**config.mk**
```make
export PLATFORM = sky130hd
export DESIGN_NAME = v_lane_mem_ctrl
export DESIGN_NICKNAME = d
export VERILOG_FILES = /design/src/rtl/v_lane_mem_ctrl.sv
export SDC_FILE = /design/constraint.sdc
export NUM_CORES = 1
export LEC_CHECK = 0
export ABC_AREA = 0
export BUFFER_PORTS_ARGS = -buffer_cell sky130_fd_sc_hd__buf_2
export CAP_MARGIN = 40
export CORE_MARGIN = 2
export CORE_UTILIZATION = 49
export CTS_BUF_LIST = sky130_fd_sc_hd__clkbuf_4 sky130_fd_sc_hd__clkbuf_8
export DETAILED_ROUTE_END_ITERATION = 8
export PLACE_DENSITY = 0.83
export SLEW_MARGIN = 30
export SYNTH_ARGS = -nofsm -noshare
export SYNTH_HDL_FRONTEND = slang
export SYNTH_SLANG_ARGS = --single-unit
```
**constraint.sdc**
```tcl
create_clock -name clk -period 3.24 [get_ports clk]
set_clock_uncertainty 0.15 [all_clocks]
set_input_delay 0.648 -clock clk [delete_from_list [all_inputs] [get_ports clk]]
set_output_delay 0.648 -clock clk [all_outputs]
set_load 0.02 [all_outputs]
```
**src/rtl/v_lane_mem_ctrl.sv**
```systemverilog
// Memory-side controller for one vector lane: streams cmd_len elements between a
// single-ported data memory and the lane load FIFO (loads) or store FIFO (stores).
module v_lane_mem_ctrl #(
  parameter int unsigned DATA_WIDTH    = 32,
  parameter int unsigned VECTOR_LENGTH = 1024,
  parameter int unsigned ADDR_WIDTH    = 32
) (
  input  logic                                          clk,
  input  logic                                          reset,
  input  logic                                          cmd_valid_i,
  output logic                                          cmd_ready_o,
  input  logic                                          cmd_store_i,
  input  logic [ADDR_WIDTH-1:0]                         cmd_base_addr_i,
  input  logic [$clog2(VECTOR_LENGTH/DATA_WIDTH):0]     cmd_len_i,
  output logic [ADDR_WIDTH-1:0]                         mem_addr_o,
  output logic                                          mem_re_o,
  input  logic [DATA_WIDTH-1:0]                         mem_rdata_i,
  output logic                                          mem_we_o,
  output logic [DATA_WIDTH-1:0]                         mem_wdata_o,
  output logic                                          load_fifo_we_o,
  output logic [DATA_WIDTH-1:0]                         data_to_lane_o,
  input  logic                                          load_fifo_almostfull_i,
  input  logic                                          load_fifo_full_i,
  output logic                                          store_fifo_re_o,
  input  logic [DATA_WIDTH-1:0]                         data_from_lane_i,
  input  logic                                          store_fifo_empty_i,
  output logic                                          done_o,
  output logic                                          busy_o
);

  localparam int unsigned MAX_EL = VECTOR_LENGTH / DATA_WIDTH;
  localparam int unsigned LEN_W  = $clog2(MAX_EL) + 1;
  localparam int unsigned BYTES  = DATA_WIDTH / 8;

  typedef enum logic [2:0] {
    S_IDLE,
    S_LOAD,
    S_LOAD_DRAIN,
    S_STORE,
    S_STORE_DRAIN,
    S_DONE
  } state_t;

  state_t                state_q, state_d;
  logic [LEN_W-1:0]      remaining_q, remaining_d;
  logic [ADDR_WIDTH-1:0] addr_q, addr_d;
  logic [ADDR_WIDTH-1:0] last_addr_q, last_addr_d;
  logic                  rd_pend_q, rd_pend_d;
  logic                  st_pend_q, st_pend_d;
  logic [LEN_W-1:0]      len_clamped;
  logic                  rd_issue, st_issue, wr_issue, ld_write;

  always_comb begin
    len_clamped = (cmd_len_i > LEN_W'(MAX_EL)) ? LEN_W'(MAX_EL) : cmd_len_i;
  end

  // State, element counter and address counter.
  always_ff @(posedge clk) begin
    if (reset) begin
      state_q     <= S_IDLE;
      remaining_q <= '0;
      addr_q      <= '0;
      last_addr_q <= '0;
      rd_pend_q   <= 1'b0;
      st_pend_q   <= 1'b0;
    end else begin
      state_q     <= state_d;
      remaining_q <= remaining_d;
      addr_q      <= addr_d;
      last_addr_q <= last_addr_d;
      rd_pend_q   <= rd_pend_d;
      st_pend_q   <= st_pend_d;
    end
  end

  // Next-state and strobe generation.
  always_comb begin
    state_d     = state_q;
    remaining_d = remaining_q;
    addr_d      = addr_q;
    last_addr_d = last_addr_q;
    rd_pend_d   = 1'b0;
    st_pend_d   = 1'b0;
    rd_issue    = 1'b0;
    st_issue    = 1'b0;
    wr_issue    = st_pend_q;
    // Full only asserts if the lane's almost-full threshold is wrong; never overrun it.
    ld_write    = rd_pend_q & ~load_fifo_full_i;

    case (state_q)
      S_IDLE: begin
        if (cmd_valid_i) begin
          addr_d      = cmd_base_addr_i;
          remaining_d = len_clamped;
          if (len_clamped == '0)   state_d = S_DONE;
          else if (cmd_store_i)    state_d = S_STORE;
          else                     state_d = S_LOAD;
        end
      end
      S_LOAD: begin
        if ((remaining_q != '0) && !load_fifo_almostfull_i) begin
          rd_issue    = 1'b1;
          rd_pend_d   = 1'b1;
          addr_d      = addr_q + ADDR_WIDTH'(BYTES);
          remaining_d = remaining_q - LEN_W'(1);
          if (remaining_q == LEN_W'(1)) state_d = S_LOAD_DRAIN;
        end
      end
      S_LOAD_DRAIN: state_d = S_DONE;
      S_STORE: begin
        if (wr_issue) addr_d = addr_q + ADDR_WIDTH'(BYTES);
        if ((remaining_q != '0) && !store_fifo_empty_i) begin
          st_issue    = 1'b1;
          st_pend_d   = 1'b1;
          remaining_d = remaining_q - LEN_W'(1);
          if (remaining_q == LEN_W'(1)) state_d = S_STORE_DRAIN;
        end
      end
      S_STORE_DRAIN: begin
        if (wr_issue) addr_d = addr_q + ADDR_WIDTH'(BYTES);
        state_d = S_DONE;
      end
      S_DONE:  state_d = S_IDLE;
      default: state_d = S_IDLE;
    endcase

    if (rd_issue || wr_issue) last_addr_d = addr_q;
  end

  // The address bus holds its last driven value between strobes.
  always_comb begin
    mem_re_o        = rd_issue;
    mem_we_o        = wr_issue;
    mem_addr_o      = (rd_issue || wr_issue) ? addr_q : last_addr_q;
    mem_wdata_o     = wr_issue ? data_from_lane_i : '0;
    load_fifo_we_o  = ld_write;
    data_to_lane_o  = ld_write ? mem_rdata_i : '0;
    store_fifo_re_o = st_issue;
    done_o          = (state_q == S_DONE);
    busy_o          = (state_q != S_IDLE);
    cmd_ready_o     = (state_q == S_IDLE);
  end

endmodule

```
; Word level (Yosys, flattened, before mapping)
; Cells that the tools add are included.
[totals]
ff_bits = 75
in_bits = 109
out_inout_bits = 103
wordCells = 63
[classes]
addsub = 2
magnitude_cmp = 1
eq_ne = 12
mux = 24
bitwise_logic = 2
reduce_logical = 16
[ops]
columns = op, count
row1 = $mux 32, 6
row2 = $pmux 32 s3, 1
row3 = $add 32x3->32 const B, 1
row4 = $mux 6, 4
row5 = $mux 3, 6
row6 = $pmux 6 s3, 1
row7 = $pmux 3 s4, 1
row8 = $ne 2x2->1 const B, 5
row9 = $reduce_bool 3->1, 3
row10 = $reduce_and 4->1, 2
row11 = $eq 3x2->1 const B, 2
row12 = $eq 3x3->1 const B, 2
row13 = $eq 6x1->1 const B, 1
row14 = $gt 6x6->1 const B, 1
row15 = $logic_not 6->1, 1
row16 = $reduce_bool 6->1, 1
row17 = $sub 6x1->6 const B, 1
row18 = $reduce_and 5->1, 1
row19 = $mux 1, 4
row20 = $reduce_or 2->1, 2
row21 = $eq 3x1->1 const B, 1
row22 = $logic_not 3->1, 1
row23 = $logic_and 1x1->1, 2
row24 = $logic_not 1->1, 2
row25 = 5 further kinds, 5

; Depth between registers and ports, before layout
[logic_depth]
word_depth = 6
depth_mapped = 8
ltp_nobuf = 7

; Worst setup path after synthesis
; OpenSTA, ideal clock, no wires.
[synth_timing]
path_type = input-to-output
from = input load_fifo_almostfull_i
to = output mem_addr_o[10]
t_arrival_ps = 2124
required_ps = 2442
setup_slack_ps = 318
path_stages = 5
path_buffers = 1
path_cell_list = nand2b_1 > a2111oi_4 > nor2_4 > buf_6 > mux2_4
[synth_between]
elab_chain_len = 6
[synth_rtl]
columns = element, line
row1 = from (decl), 22  ; input logic load_fifo_almostfull_i,
row2 = $logic_not 1->1, 101  ; if ((remaining_q != '0) && !load_fifo_almostfull_i) begin
row3 = $logic_and 1x1->1, 101
row4 = $mux 1, 101
row5 = $mux 1, --
row6 = named net mem_re_o, 16  ; output logic mem_re_o,
row7 = $logic_or 1x1->1, 134  ; mem_addr_o = (rd_issue || wr_issue) ? addr_q : last_addr_q;
row8 = $mux 32, --
row9 = to (decl), 15  ; output logic [ADDR_WIDTH-1:0] mem_addr_o,
; The timed path passes the listed nets, and every way through them passes these cells.

; Worst setup path in the final report
[layout_timing]
from = register remaining_q[0]
to = output mem_addr_o[14]
[layout_between]
elab_chain_len = 6
[layout_rtl]
columns = element, line
row1 = from (decl), 45  ; logic [LEN_W-1:0] remaining_q, remaining_d;
row2 = from (signal assigned), 68  ; remaining_q <= remaining_d;
row3 = $reduce_bool 6->1, 101
row4 = $logic_and 1x1->1, 101
row5 = $mux 1, 101
row6 = $mux 1, --
row7 = $logic_or 1x1->1, 134
row8 = $mux 32, --
; No other way between the ends.

==> impl_metrics.csv <==
group,metric,value,unit
power,clock_power_share,18.6,%
routing,drt_pass1_iterations,5,
clock_tree,cts.sinks,75,
power,leakage,2.92,nW
timing,drv_slew,0,
synth,yosys.area.top_type,"dfxtp_1",
placed_design,hpwl,11.1,mm
floorplanning,io_pins,212,
timing,worstMarginPinSlew,0.765,ns
clock_tree,cts_buffers,9,
setup_path,worst_path_largest_cell_delay,0.42,ns
global_route,globalRoute.totalOverflow,0,
routing,drtIter0Drc,351,
setup_path,cp-start-kind,"register",
timing,relSlewSlack,48.9,%
floorplanning,die_w,100,um
setup_path,critPathArrivalTime,2.30,ns
synth,yosysMostFrequentCell,"and2_1",
clock_tree,cts_tree,"built",
clock_tree,cts.clk_slew.worst_paths,0.08,ns
floorplanning,core,9110,um^2
timing,finalHoldViolations,0,
hold_path,hold_path_class,"register to register",
setup_path,r2r_start,"state_q[2]$_SDFFE_PP0P_",
global_route,grt.total_usage,28.4,%
floorplanning,start_util,50.0,%
floorplanning,die_h,100,um
cells_and_area,seqCellArea,1500,um^2
power,seq_power_share,34.8,%
clock_tree,cts-root-buf,"clkbuf_8",
timing,min_period,3.10,ns
timing,setup_viol,0,
synth,synth_edf_count,0,
routing,drc,0,
setup_path,critPathSlowestCell,"dfxtp_1",
placed_design,port_buffers,211,
synth,synth_ff_type,"dfxtp_1",
cells_and_area,drive_above_1_share,39.6,%
floorplanning,dieArea,10100,um^2
clock_tree,cts_max_level,3,
synth,ys_warn_count,0,
setup_path,worstSetupPathType,"register to output pin",
global_route,antenna_found_initial,3,
global_route,grt_pass1_vias,4491,
setup_path,reg2reg_depth,6,
floorplanning,num_rows,35,
cells_and_area,final_util,64.7,%
synth,synth_common_cells,"and2_1, dfxtp_1, a21oi_1",
power,pwr_density_cell,681,nW/um^2
flow_run,cap_violations,0,
clock_tree,post_cts_buffers,0,
synth,synth_nets,645,
power,sw_frac_of_total,43.5,%
synth,syn_area,4550,um^2
cells_and_area,multi_input_area,2800,um^2
timing,fmax,322,MHz
timing,min_period_over_period,95.7,%
synth,yosys_register_bits,75,
setup_path,critPathMaxFanout,32,
global_route,grt_pass1_wl,22.8,mm
power,p_sw,1.75,mW
timing,setup_tns,0,ns
setup_path,worstSetupEndpointType,"output pin",
synth,postSynthCellCount,532,
clock_tree,cts.path.max_buffers,2,
hold_path,whs_path_depth,2,
synth,synth_cell_types,66,
power,power.internal,2.27,mW
synth,synth_top_area_share,33.0,%
global_route,grt_max_degree,36,
hold_path,whs_endpoint,"addr_q[1]$_SDFFE_PP0P_",
cells_and_area,fin_area,5890,um^2
routing,viasPerCell,5.69,
synth,postSynthAreaPerCell,8.55,um^2
placed_design,place_area,5680,um^2
routing,post_drt_wl_per_cell,17.5,um
power,comb_power_share,46.6,%
routing,wirelength,14.8,mm
clock_tree,insertion_delay,0.34,ns
routing,detail-route-antenna-nets,0,
setup_path,r2r_slack,0.62,ns
setup_path,reg2reg_to,"addr_q[8]$_SDFFE_PP0P_",
cells_and_area,fin_nets,843,
routing,vias,4827,
cells_and_area,fill_cells,778,
hold_path,min-delay-start,"addr_q[1]$_SDFFE_PP0P_",
synth,synth.area.top_cells,"dfxtp_1, and2_1, mux2_4",
setup_path,crit_chain,"inv_1 > ha_1 > a2111oi_4 > nor2_4 > buf_12 > mux2_4 > buf_2",
cells_and_area,area_growth_syn_to_layout,29.5,%
synth,synth_seq_area_share,33.0,%
synth,synthArstFlopShare,0,%
timing,rsz0062_at_grt,"false",
placed_design,routabilityCongestion,0.936,
status,status,"finished clean",
power,ir_drop,0.329,mV
setup_path,cp.required,2.44,ns
[registers in the layout, indices dropped and copies added, names as in the netlist]
signal and flops:
remaining_q 6, last_addr_q 32, addr_q 32, mem_we_o 1
state_q 3, rd_pend_q 1
[stage by stage]
stage / cells / worst slack, ns / hold WS (ns) / power [mW]
2_1_floorplan: 532 / 0.318 / 0.306 / 2.75
3_3_place_gp: 830 / 0.345 / 0.322 / 3.19
3_5_place_dp: 830 / 0.302 / 0.341 / 3.24
4_1_cts: 846 / 0.124 / 0.363 / 3.99
5_1_grt: 849 / 0.0262 / 0.391 / 4.26
6_report: 849 / 0.139 / 0.351 / 4.02
[worst max path at each step]
stage	end	slack, ns	from
2_1_floorplan	mem_addr_o[10]	0.32	load_fifo_almostfull_i
3_3_place_gp	mem_addr_o[27]	0.34	load_fifo_almostfull_i
3_5_place_dp	mem_addr_o[11]	0.30	load_fifo_almostfull_i
4_1_cts	mem_addr_o[11]	0.12	remaining_q[0]$_SDFFE_PP0P_
5_1_grt	mem_addr_o[30]	0.03	remaining_q[0]$_SDFFE_PP0P_
6_report	mem_addr_o[14]	0.14	remaining_q[0]$_SDFFE_PP0P_
[power by group through the flow]
stage | clock [mW] | sequential [mW] | combinational [mW]
after floorplan | 0 | 1.28 | 1.47
after global placement | 0 | 1.40 | 1.79
after detailed placement | 0 | 1.41 | 1.84
after CTS | 0.754 | 1.39 | 1.85
after global routing | 0.791 | 1.43 | 2.04
final | 0.747 | 1.40 | 1.87
[cell families (layout without fill, tap and decap cells)]
group | after synthesis | in the layout | share of synthesized area [%]
DFF | 75 | 75 | 33.0
and+or+nand+nor | 230 | 230 | 29.0
AOI/OAI and AO/OA | 137 | 137 | 20.5
muxes | 34 | 34 | 10.8
other | 0 | 3 | 0
buffers and inverters | 52 | 255 | 5.58
adders and majority gates | 4 | 4 | 1.10
[final cells by class]
cell class | instances | area share, %
diodes | 3 | 0.127
clock buffers | 11 | 2.36
clock inverters | 5 | 1.06
inverters | 10 | 0.637
multi-input cells | 405 | 47.5
flip-flops and latches | 75 | 25.5
well taps | 111 | 2.36
repair buffers | 229 | 20.4
[routing by layer]
layer / global-route usage, % / vias up / wire length [um]
li1: - / 2302 / -
met1: 35.6 / 2270 / 6260
met2: 48.7 / 228 / 7340
met3: 4.94 / 27 / 915
met4: 10.9 / 0 / 315
met5: 0 / - / 0
[repair_timing]
item	in CTS	in global routing
hold buffers	0	0
gates resized for setup	0	1
endpoints found under the setup margin	0	2
[worst max-delay path, delay by kind of cell, from the launching register on]
| kind | cells | cell delay (ns) |
|---|---|---|
| buf+inv | 3 | 0.45 |
| flops | 1 | 0.42 |
| mux | 1 | 0.33 |
| fa+ha+maj | 1 | 0.28 |
| simple gates | 1 | 0.06 |
| compound gates | 1 | 0.40 |
[cell usage in the layout, fill, tap and decap left out, types with 5 or more instances in the layout]
| master | netlist | layout |
|---|---|---|
| o31ai_1 | 7 | 7 |
| a21o_1 | 8 | 8 |
| nor2_1 | 24 | 23 |
| and3_1 | 5 | 5 |
| mux2_4 | 30 | 30 |
| buf_4 | 2 | 17 |
| nand4_1 | 8 | 8 |
| and2_1 | 100 | 100 |
| nand2_1 | 32 | 32 |
| a31oi_1 | 7 | 7 |
| o211ai_1 | 7 | 7 |
| dfxtp_1 | 75 | 74 |
| a211oi_1 | 7 | 7 |
| nor3_1 | 9 | 9 |
| buf_2 | 7 | 211 |
| nand3_1 | 17 | 17 |
| inv_1 | 10 | 10 |
| a21oi_1 | 37 | 37 |
| clkbuf_8 | 0 | 9 |
| o21ai_0 | 25 | 25 |
| nor4_1 | 6 | 6 |
No activity file was read; power rests on OpenSTA's default activity.
